===== config.mk =====
export PLATFORM = sky130hd
export DESIGN_NAME = mc_ctrl
export DESIGN_NICKNAME = d
export VERILOG_FILES = /design/src/rtl/mc_ctrl_pkg.sv /design/src/rtl/mc_alu_dec.sv /design/src/rtl/mc_ctrl.sv
export SDC_FILE = /design/constraint.sdc
export NUM_CORES = 1
export LEC_CHECK = 0
export CORE_ASPECT_RATIO = 0.7
export CORE_MARGIN = 4
export CORE_UTILIZATION = 35
export DETAILED_ROUTE_END_ITERATION = 10
export PLACE_DENSITY = 0.66
export SLEW_MARGIN = 40
export SYNTH_ARGS = -nofsm -noshare
export SYNTH_HDL_FRONTEND = slang
export SYNTH_HIERARCHICAL = 1
export SYNTH_SLANG_ARGS = --single-unit

===== constraint.sdc =====
create_clock -name clk -period 2 [get_ports clk]
set_clock_uncertainty 0.1 [all_clocks]
set_input_delay 0.2 -clock clk [delete_from_list [all_inputs] [get_ports clk]]
set_output_delay 0.2 -clock clk [all_outputs]
set_load 0.005 [all_outputs]

===== src/rtl/mc_ctrl_pkg.sv =====
// Shared encodings for the multi-cycle control FSM: states, opcodes, functs,
// ALU op codes and datapath mux selects.
package mc_ctrl_pkg;

   typedef enum logic [3:0] {
      S_IF      = 4'd0,
      S_ID      = 4'd1,
      S_EX_R    = 4'd2,
      S_WB_R    = 4'd3,
      S_MEM_ADR = 4'd4,
      S_MEM_RD  = 4'd5,
      S_WB_LW   = 4'd6,
      S_MEM_WR  = 4'd7,
      S_EX_BR   = 4'd8,
      S_EX_J    = 4'd9,
      S_EX_JAL  = 4'd10,
      S_EX_I    = 4'd11,
      S_WB_I    = 4'd12,
      S_TRAP    = 4'd15
   } state_t;

   localparam logic [5:0] OP_RTYPE = 6'b000000;
   localparam logic [5:0] OP_LW    = 6'b100011;
   localparam logic [5:0] OP_SW    = 6'b101011;
   localparam logic [5:0] OP_BEQ   = 6'b000100;
   localparam logic [5:0] OP_BNE   = 6'b000101;
   localparam logic [5:0] OP_J     = 6'b000010;
   localparam logic [5:0] OP_JAL   = 6'b000011;
   localparam logic [5:0] OP_ADDI  = 6'b001000;
   localparam logic [5:0] OP_ANDI  = 6'b001100;
   localparam logic [5:0] OP_ORI   = 6'b001101;
   localparam logic [5:0] OP_SLTI  = 6'b001010;

   localparam logic [5:0] F_ADD = 6'b100000;
   localparam logic [5:0] F_SUB = 6'b100010;
   localparam logic [5:0] F_AND = 6'b100100;
   localparam logic [5:0] F_OR  = 6'b100101;
   localparam logic [5:0] F_NOR = 6'b100111;
   localparam logic [5:0] F_SLT = 6'b101010;
   localparam logic [5:0] F_XOR = 6'b100110;
   localparam logic [5:0] F_SRL = 6'b000010;

   localparam logic [2:0] ALU_AND = 3'b000;
   localparam logic [2:0] ALU_OR  = 3'b001;
   localparam logic [2:0] ALU_ADD = 3'b010;
   localparam logic [2:0] ALU_XOR = 3'b011;
   localparam logic [2:0] ALU_NOR = 3'b100;
   localparam logic [2:0] ALU_SRL = 3'b101;
   localparam logic [2:0] ALU_SUB = 3'b110;
   localparam logic [2:0] ALU_SLT = 3'b111;

   localparam logic [1:0] RD_RT = 2'd0;
   localparam logic [1:0] RD_RD = 2'd1;
   localparam logic [1:0] RD_RA = 2'd2;

   localparam logic [1:0] M2R_ALUOUT = 2'd0;
   localparam logic [1:0] M2R_MDR    = 2'd1;
   localparam logic [1:0] M2R_PC     = 2'd2;

   localparam logic [1:0] SRCB_RT     = 2'd0;
   localparam logic [1:0] SRCB_FOUR   = 2'd1;
   localparam logic [1:0] SRCB_IMM    = 2'd2;
   localparam logic [1:0] SRCB_IMM_SH = 2'd3;

   localparam logic [1:0] PCS_ALU    = 2'd0;
   localparam logic [1:0] PCS_ALUOUT = 2'd1;
   localparam logic [1:0] PCS_JUMP   = 2'd2;

endpackage


===== src/rtl/mc_alu_dec.sv =====
// Combinational ALU op decode for the multi-cycle controller, with a flag
// raised for any unsupported opcode or R-type funct encoding.
module mc_alu_dec
   import mc_ctrl_pkg::*;
(
   input  state_t     state,
   input  logic [5:0] opcode,
   input  logic [5:0] funct,
   output logic [2:0] alu_ctrl,
   output logic       illegal
);

   logic [2:0] r_alu;
   logic       r_ok;
   logic [2:0] i_alu;
   logic       op_ok;

   always_comb begin
      r_alu = ALU_AND;
      r_ok  = 1'b1;
      case (funct)
         F_ADD:   r_alu = ALU_ADD;
         F_SUB:   r_alu = ALU_SUB;
         F_AND:   r_alu = ALU_AND;
         F_OR:    r_alu = ALU_OR;
         F_NOR:   r_alu = ALU_NOR;
         F_SLT:   r_alu = ALU_SLT;
         F_XOR:   r_alu = ALU_XOR;
         F_SRL:   r_alu = ALU_SRL;
         default: r_ok  = 1'b0;
      endcase
   end

   always_comb begin
      i_alu = ALU_AND;
      op_ok = 1'b1;
      case (opcode)
         OP_ADDI: i_alu = ALU_ADD;
         OP_ANDI: i_alu = ALU_AND;
         OP_ORI:  i_alu = ALU_OR;
         OP_SLTI: i_alu = ALU_SLT;
         OP_RTYPE, OP_LW, OP_SW, OP_BEQ, OP_BNE, OP_J, OP_JAL: op_ok = 1'b1;
         default: op_ok = 1'b0;
      endcase
   end

   // Illegal is instruction-wide so the ID dispatch can catch bad functs too.
   assign illegal = !op_ok || ((opcode == OP_RTYPE) && !r_ok);

   always_comb begin
      alu_ctrl = ALU_AND;
      case (state)
         S_IF, S_ID, S_MEM_ADR: alu_ctrl = ALU_ADD;
         S_EX_R:                alu_ctrl = r_alu;
         S_EX_BR:               alu_ctrl = ALU_SUB;
         S_EX_I:                alu_ctrl = i_alu;
         default:               alu_ctrl = ALU_AND;
      endcase
   end

endmodule


===== src/rtl/mc_ctrl.sv =====
// Multi-cycle CPU control FSM. Define MC_CTRL_ILLEGAL_TRAP_EN to park illegal
// instructions in TRAP until reset; otherwise they retire as NOPs.
module mc_ctrl
   import mc_ctrl_pkg::*;
#(
   parameter int STATE_W = 4
) (
   input  logic               clk,
   input  logic               rst,
   input  logic [5:0]         opcode,
   input  logic [5:0]         funct,
   input  logic               zero,
   input  logic               MIO_ready,
   output logic               PCWrite,
   output logic               IorD,
   output logic               mem_r,
   output logic               mem_w,
   output logic               CPU_MIO,
   output logic               IRWrite,
   output logic [1:0]         RegDst,
   output logic [1:0]         MemtoReg,
   output logic               RegWrite,
   output logic               ALUSrcA,
   output logic [1:0]         ALUSrcB,
   output logic [2:0]         ALU_Control,
   output logic [1:0]         PCSource,
   output logic [STATE_W-1:0] state_out
);

   state_t     state;
   logic [2:0] alu_ctrl;
   logic       illegal;

   mc_alu_dec u_alu_dec (
      .state    (state),
      .opcode   (opcode),
      .funct    (funct),
      .alu_ctrl (alu_ctrl),
      .illegal  (illegal)
   );

   always_ff @(posedge clk) begin
      if (rst) begin
         state <= S_IF;
      end else begin
         case (state)
            S_IF:      if (MIO_ready) state <= S_ID;
            S_ID: begin
               if (illegal) begin
`ifdef MC_CTRL_ILLEGAL_TRAP_EN
                  state <= S_TRAP;
`else
                  state <= S_IF;
`endif
               end else begin
                  case (opcode)
                     OP_RTYPE:                         state <= S_EX_R;
                     OP_LW, OP_SW:                     state <= S_MEM_ADR;
                     OP_BEQ, OP_BNE:                   state <= S_EX_BR;
                     OP_J:                             state <= S_EX_J;
                     OP_JAL:                           state <= S_EX_JAL;
                     OP_ADDI, OP_ANDI, OP_ORI, OP_SLTI: state <= S_EX_I;
                     default:                          state <= S_IF;
                  endcase
               end
            end
            S_EX_R:    state <= S_WB_R;
            S_WB_R:    state <= S_IF;
            S_MEM_ADR: state <= (opcode == OP_LW) ? S_MEM_RD : S_MEM_WR;
            S_MEM_RD:  if (MIO_ready) state <= S_WB_LW;
            S_WB_LW:   state <= S_IF;
            S_MEM_WR:  if (MIO_ready) state <= S_IF;
            S_EX_BR:   state <= S_IF;
            S_EX_J:    state <= S_IF;
            S_EX_JAL:  state <= S_IF;
            S_EX_I:    state <= S_WB_I;
            S_WB_I:    state <= S_IF;
`ifdef MC_CTRL_ILLEGAL_TRAP_EN
            S_TRAP:    state <= S_TRAP;
`else
            S_TRAP:    state <= S_IF;
`endif
            default:   state <= S_IF;
         endcase
      end
   end

   // Reset forces every output low, even in the cycle state is still unknown.
   always_comb begin
      PCWrite  = 1'b0;
      IorD     = 1'b0;
      mem_r    = 1'b0;
      mem_w    = 1'b0;
      IRWrite  = 1'b0;
      RegDst   = RD_RT;
      MemtoReg = M2R_ALUOUT;
      RegWrite = 1'b0;
      ALUSrcA  = 1'b0;
      ALUSrcB  = SRCB_RT;
      PCSource = PCS_ALU;
      if (!rst) begin
         case (state)
            S_IF: begin
               mem_r    = 1'b1;
               ALUSrcB  = SRCB_FOUR;
               IRWrite  = MIO_ready;
               PCWrite  = MIO_ready;
            end
            S_ID:      ALUSrcB = SRCB_IMM_SH;
            S_EX_R:    ALUSrcA = 1'b1;
            S_WB_R: begin
               RegDst   = RD_RD;
               RegWrite = 1'b1;
            end
            S_MEM_ADR: begin
               ALUSrcA = 1'b1;
               ALUSrcB = SRCB_IMM;
            end
            S_MEM_RD: begin
               IorD  = 1'b1;
               mem_r = 1'b1;
            end
            S_WB_LW: begin
               MemtoReg = M2R_MDR;
               RegWrite = 1'b1;
            end
            S_MEM_WR: begin
               IorD  = 1'b1;
               mem_w = 1'b1;
            end
            S_EX_BR: begin
               ALUSrcA  = 1'b1;
               PCSource = PCS_ALUOUT;
               PCWrite  = (opcode == OP_BNE) ? !zero : zero;
            end
            S_EX_J: begin
               PCSource = PCS_JUMP;
               PCWrite  = 1'b1;
            end
            S_EX_JAL: begin
               PCSource = PCS_JUMP;
               PCWrite  = 1'b1;
               RegDst   = RD_RA;
               MemtoReg = M2R_PC;
               RegWrite = 1'b1;
            end
            S_EX_I: begin
               ALUSrcA = 1'b1;
               ALUSrcB = SRCB_IMM;
            end
            S_WB_I:    RegWrite = 1'b1;
            default: ;
         endcase
      end
   end

   assign CPU_MIO     = mem_r | mem_w;
   assign ALU_Control = rst ? ALU_AND : alu_ctrl;
   assign state_out   = rst ? '0 : STATE_W'(state);

endmodule

Word level (Yosys, flattened, before mapping)

Cells that the tools add are included.

Equality and inequality tests: 33
Multiplexer cells: 37
Bitwise logic cells: 1
Reduce and logical (&&, ||, !) cells: 20

Operators with widths:

| cell                                           | number |
|---|---|
| == test 6 bit (second input constant)          | 9 |
| one-hot mux 4 bit (7 select lines)             | 1 |
| == test 6 x 4 -> 1 bit (second input constant) | 4 |
| one-hot mux 4 bit (6 select lines)             | 1 |
| one-hot mux 3 bit (7 select lines)             | 1 |
| == test 4 bit (second input constant)          | 5 |
| 2-to-1 mux 4 bit                               | 5 |
| == test 6 x 2 -> 1 bit (second input constant) | 3 |
| == test 4 x 3 -> 1 bit (second input constant) | 4 |
| 2-to-1 mux 1 bit                               | 16 |
| == test 6 x 3 -> 1 bit (second input constant) | 2 |
| one-hot mux 2 bit (2 select lines)             | 3 |
| one-hot mux 3 bit (4 select lines)             | 1 |
| OR reduction 2 bit                             | 6 |
| OR reduction 4 bit                             | 3 |
| OR reduction 11 bit                            | 1 |
| 2-to-1 mux 2 bit                               | 5 |
| one-hot mux 3 bit (3 select lines)             | 1 |
| == test 4 x 2 -> 1 bit (second input constant) | 2 |
| OR reduction 8 bit                             | 1 |
| logical NOT 6 bit                              | 1 |
| != test 2 bit (second input constant)          | 3 |
| one-hot mux 2 bit (3 select lines)             | 1 |
| == test 4 x 1 -> 1 bit (second input constant) | 1 |
| other kinds (9)                                | 11 |

Register bits: 4
Input bits: 16
Output and inout bits: 23
Word-level logic and storage cells: 92

Logic depth before layout (Yosys ltp)

Depth in word-level cells: 8
Depth in mapped cells: 9
Mapped depth without buffers: 8

By module

The synthesis kept the hierarchy.

Modules (own cells, without submodules):

| module     | instances | cells an instance | area each (um^2) |
|---|---|---|---|
| mc_ctrl    | 1         | 102               | 685.7 |
| mc_alu_dec | 1         | 45                | 321.6 |

Worst setup path before layout

No wires, ideal clock.

Kind: input to register
From: input funct[2]
To: register state[1]
Setup time: 122 ps
Data arrival time: 1470 ps
Slack: 308 ps
Stages on the path: 9
Path through: buf_2 -> xor2_1 -> a32oi_1 -> o311ai_1 -> o21ai_1 -> nor2_1 -> and3_1 -> a21boi_1 -> o32a_1

Cells in the longest elaborated chain, start to end: 8
Elaborated cells between the ends (all ways): 15

RTL lines:

| item                                                    | RTL line         | text |
|---|---|---|
| start: declaration                                      | mc_ctrl.sv:11    | `input logic [5:0] funct,` |
| == test 6 bit or == test 6 x 2 -> 1 bit (tied branches) | mc_alu_dec.sv:21 | `case (funct)` |
| OR reduction 8 bit (no line) (*)                        | n/a              |  |
| 2-to-1 mux 1 bit (*)                                    | mc_alu_dec.sv:21 |  |
| logical NOT 1 bit (*)                                   | mc_alu_dec.sv:48 | `assign illegal = !op_ok \|\| ((opcode == OP_RTYPE) && !r_ok);` |
| logical AND 1 bit (*)                                   | mc_alu_dec.sv:48 |  |
| logical OR 1 bit (*)                                    | mc_alu_dec.sv:48 |  |
| named net illegal                                       | mc_ctrl.sv:32    | `logic illegal;` |
| 2-to-1 mux 4 bit (*)                                    | mc_ctrl.sv:49    | `if (illegal) begin` |
| one-hot mux 4 bit (7 select lines) (*)                  | mc_ctrl.sv:46    | `case (state)` |
| end signal: assignment                                  | mc_ctrl.sv:69    | `S_MEM_ADR: state <= (opcode == OP_LW) ? S_MEM_RD : S_MEM_WR;` |
| end: declaration                                        | mc_ctrl.sv:30    | `state_t state;` |

The timed path passes the listed nets; every way through them passes the cells marked *.
A chain may end at the register's enable or synchronous reset.

Worst setup path after layout

From: input opcode[2]
To: output PCWrite

Cells in the longest elaborated chain, start to end: 4

RTL lines:

| item                               | RTL line       | text |
|---|---|---|
| start: declaration                 | mc_ctrl.sv:10  | `input logic [5:0] opcode,` |
| == test 6 x 3 -> 1 bit             | mc_ctrl.sv:134 | `PCWrite = (opcode == OP_BNE) ? !zero : zero;` |
| 2-to-1 mux 1 bit                   | mc_ctrl.sv:134 |  |
| one-hot mux 1 bit (3 select lines) | mc_ctrl.sv:102 | `case (state)` |
| 2-to-1 mux 1 bit                   | mc_ctrl.sv:101 | `if (!rst) begin` |
| end: declaration                   | mc_ctrl.sv:14  | `output logic PCWrite,` |

No other way between the ends.

==> impl_metrics.json <==
{
  "postLayoutSetupSlackWorst_ns": -0.00850,
  "peakVddDrop_mv": 0.370,
  "seq_area_frac_synth_pct": 7.95,
  "start_util_pct": 38.6,
  "postCtsHoldBufs": 0,
  "numPortBuffers": 38,
  "drtPass1Iterations": 4,
  "cts_tree": "built",
  "clk_latency_ns": 0.22,
  "grt_setup_unrepaired": "yes",
  "top_regs": "state: 4 flops",
  "final_core_util_pct": 73.7,
  "hold_class": "input pin to flip-flop",
  "core_area_sq_mm": 0.00261,
  "synth-seq-cells": 4,
  "leakagePower_uw": 0.000916,
  "antenna_left": 0,
  "worstPathArrival_ns": 1.71,
  "vias": 1466,
  "clockRootBuffer": "clkbuf_8",
  "top_register": "state",
  "mostFrequentLayoutCells": "buf_4 (44), dlygate4sd2_1 (19), nor2_1 (16), nor2b_1 (9), nand2_1 (8)",
  "nets": 244,
  "grt_pass1_vias": 1425,
  "cts_buffers": 3,
  "min_period_ns": 2.01,
  "max_freq_mhz": 498,
  "cts.sink_count": 4,
  "cap_violations": 0,
  "dp_slack_ns": -0.443,
  "antenna_found_initial": 0,
  "grt_pass1_wl_microns": 6250,
  "clk_path_buf_depth": 2,
  "syn_nets": 163,
  "synthesis.area_sq_mm": 0.00101,
  "synthFlopType": "dfxtp_1",
  "gp_congestion": 0.840,
  "postPlaceCellArea_sq_mm": 0.00168,
  "synth_cells": 147,
  "grt_max_degree": 16,
  "worstSetupStartpointType": "input pin",
  "drive_gt1_share_pct": 38.5,
  "crit_fanout": 6,
  "synth_cell_types": 55,
  "critPathKind": "input pin to output pin",
  "fp.dieArea_sq_mm": 0.00381,
  "ys_async_sr_fraction_pct": 0,
  "fin_area_sq_mm": 0.00192,
  "die_x_microns": 72.1,
  "fp-row-count": 15,
  "setup_viol": 1,
  "post_drt_wl_per_cell_microns": 16.2,
  "grtUsageTotal_pct": 20.6,
  "diodes": 0,
  "syn2layout_area_growth_pct": 90.8,
  "cp-end-kind": "output pin",
  "yosys_warnings": 6,
  "htree_levels": 1,
  "max_slew_margin_pct": 76.8,
  "grt_overflow": 0,
  "dp.cells": 250,
  "fillCellCount": 202,
  "tightestPinTransition_ns": 0.346,
  "io_pins": 39,
  "status": "complete, but fails checks",
  "drt_iter0_drc": 112,
  "wirelength_microns": 4200,
  "totalPowerFinal_uw": 528,
  "post-route-period-util_pct": 100,
  "vias_per_cell": 5.64,
  "largest_reg_flops": 4,
  "syn_area_per_cell_sq_um": 6.85,
  "power.density_mw_per_mm2": 275,
  "layout.cells.most_common": "buf_4",
  "die_h_microns": 52.9,
  "synth-edff-count": 0,
  "hpwl_microns": 2960,
  "layoutNonFillerInstCount": 260,
  "crit_required_ns": 1.70,
  "path_clk_slew_ns": 0.03,
  "violations": "negative setup slack",
  "drc": 0,
  "drv_slew": 0,
  "final_hold_viol_count": 0
}
-- what timing repair did --
action / 4_1_cts / 5_1_grt
pin swaps: 11 / 8
hold endpoints to repair: 0 / 0
resized for setup: 50 / 29
setup buffers: 5 / 2
endpoints found under the setup margin: 25 / 14
-- routing by layer --
layer	vias to the layer above	part of all wire (%)	GRT usage, %
li1	712	-	-
met1	696	42	24.8
met2	45	51	37.5
met3	13	5.1	3.04
met4	0	1.8	6.88
met5	-	0	0
-- worst paths after layout --
| kind | slack [ns] | end | start | cells after the start |
|---|---|---|---|---|
| min reg2reg | 0.67 | state[3] | state[3] | 3 |
| max reg2reg | 0.22 | state[0] | state[2] | 6 |
| max | -0.008 | PCWrite | opcode[2] | 6 |
| min | 0.56 | state[3] | opcode[3] | 5 |
-- cells by family (layout without fill, tap and decap cells) --
group | Yosys count | after routing | share of synthesized area [%]
simple gates | 76 | 76 | 43.9
buf+inv | 19 | 98 | 9.56
compound gates | 38 | 38 | 29.1
flops | 4 | 4 | 7.95
fa+ha+maj | 2 | 2 | 2.11
mux | 2 | 2 | 2.24
xor+xnor | 6 | 6 | 5.22
-- critical path, stage by stage --
cell and delay [ns]:
clkdlybuf4s50_1 0.52, buf_6 0.15, nand4_1 0.10, xor2_1 0.17
o32ai_1 0.31, clkdlybuf4s15_1 0.26
-- cell usage after synthesis, types with 2 or more instances --
master / number / area (sq um)
and2_1: 2 / 12.5
nor3b_1: 6 / 45.0
clkbuf_1: 2 / 7.51
o21ai_1: 3 / 15.0
mux2_2: 2 / 22.5
nand4b_1: 2 / 17.5
o21a_1: 2 / 15.0
nor2b_1: 12 / 75.1
a21oi_1: 3 / 15.0
xor2_1: 3 / 26.3
nor4b_1: 2 / 17.5
a41oi_1: 2 / 17.5
nand3_1: 2 / 10.0
xnor2_1: 3 / 26.3
buf_2: 5 / 25.0
buf_4: 3 / 22.5
nor3_1: 3 / 15.0
nor4_1: 5 / 31.3
nand2_1: 9 / 33.8
a31oi_1: 4 / 25.0
nor2_1: 18 / 67.6
nand4_1: 2 / 12.5
nand2b_1: 3 / 18.8
o32a_1: 4 / 40.0
o32ai_1: 2 / 17.5
o22ai_1: 3 / 18.8
dfxtp_1: 4 / 80.1
inv_1: 6 / 22.5
nand3b_1: 2 / 15.0
a211oi_1: 3 / 22.5
-- stage by stage --
| stage | hold slack, ns | setup TNS [ns] |
|---|---|---|
| floorplan | 0.214 | 0 |
| global placement | 0.754 | -2.43 |
| detailed placement | 0.774 | -3.53 |
| CTS | 0.597 | 0 |
| global route | 0.606 | -0.172 |
| finish | 0.565 | -0.00850 |
-- report_power, final --
| part | leakage, uW | internal, uW | total, uW | switching [uW] |
|---|---|---|---|---|
| Sequential | 0.0000355 | 79.9 | 88.3 | 8.36 |
| Combinational | 0.000859 | 135 | 265 | 130 |
| Clock | 0.0000216 | 129 | 174 | 45.3 |
-- final cells by class --
type                    count  area (sq um)  share of cell area, %
inverters                   7          26.3                   1.37
flip-flops and latches      4          95.1                   4.95
clock buffers               3          41.3                   2.15
multi-input cells         124           960                   49.9
repair buffers             88           757                   39.4
well taps                  34          42.5                   2.21
Power figures use the tool's default switching activity.
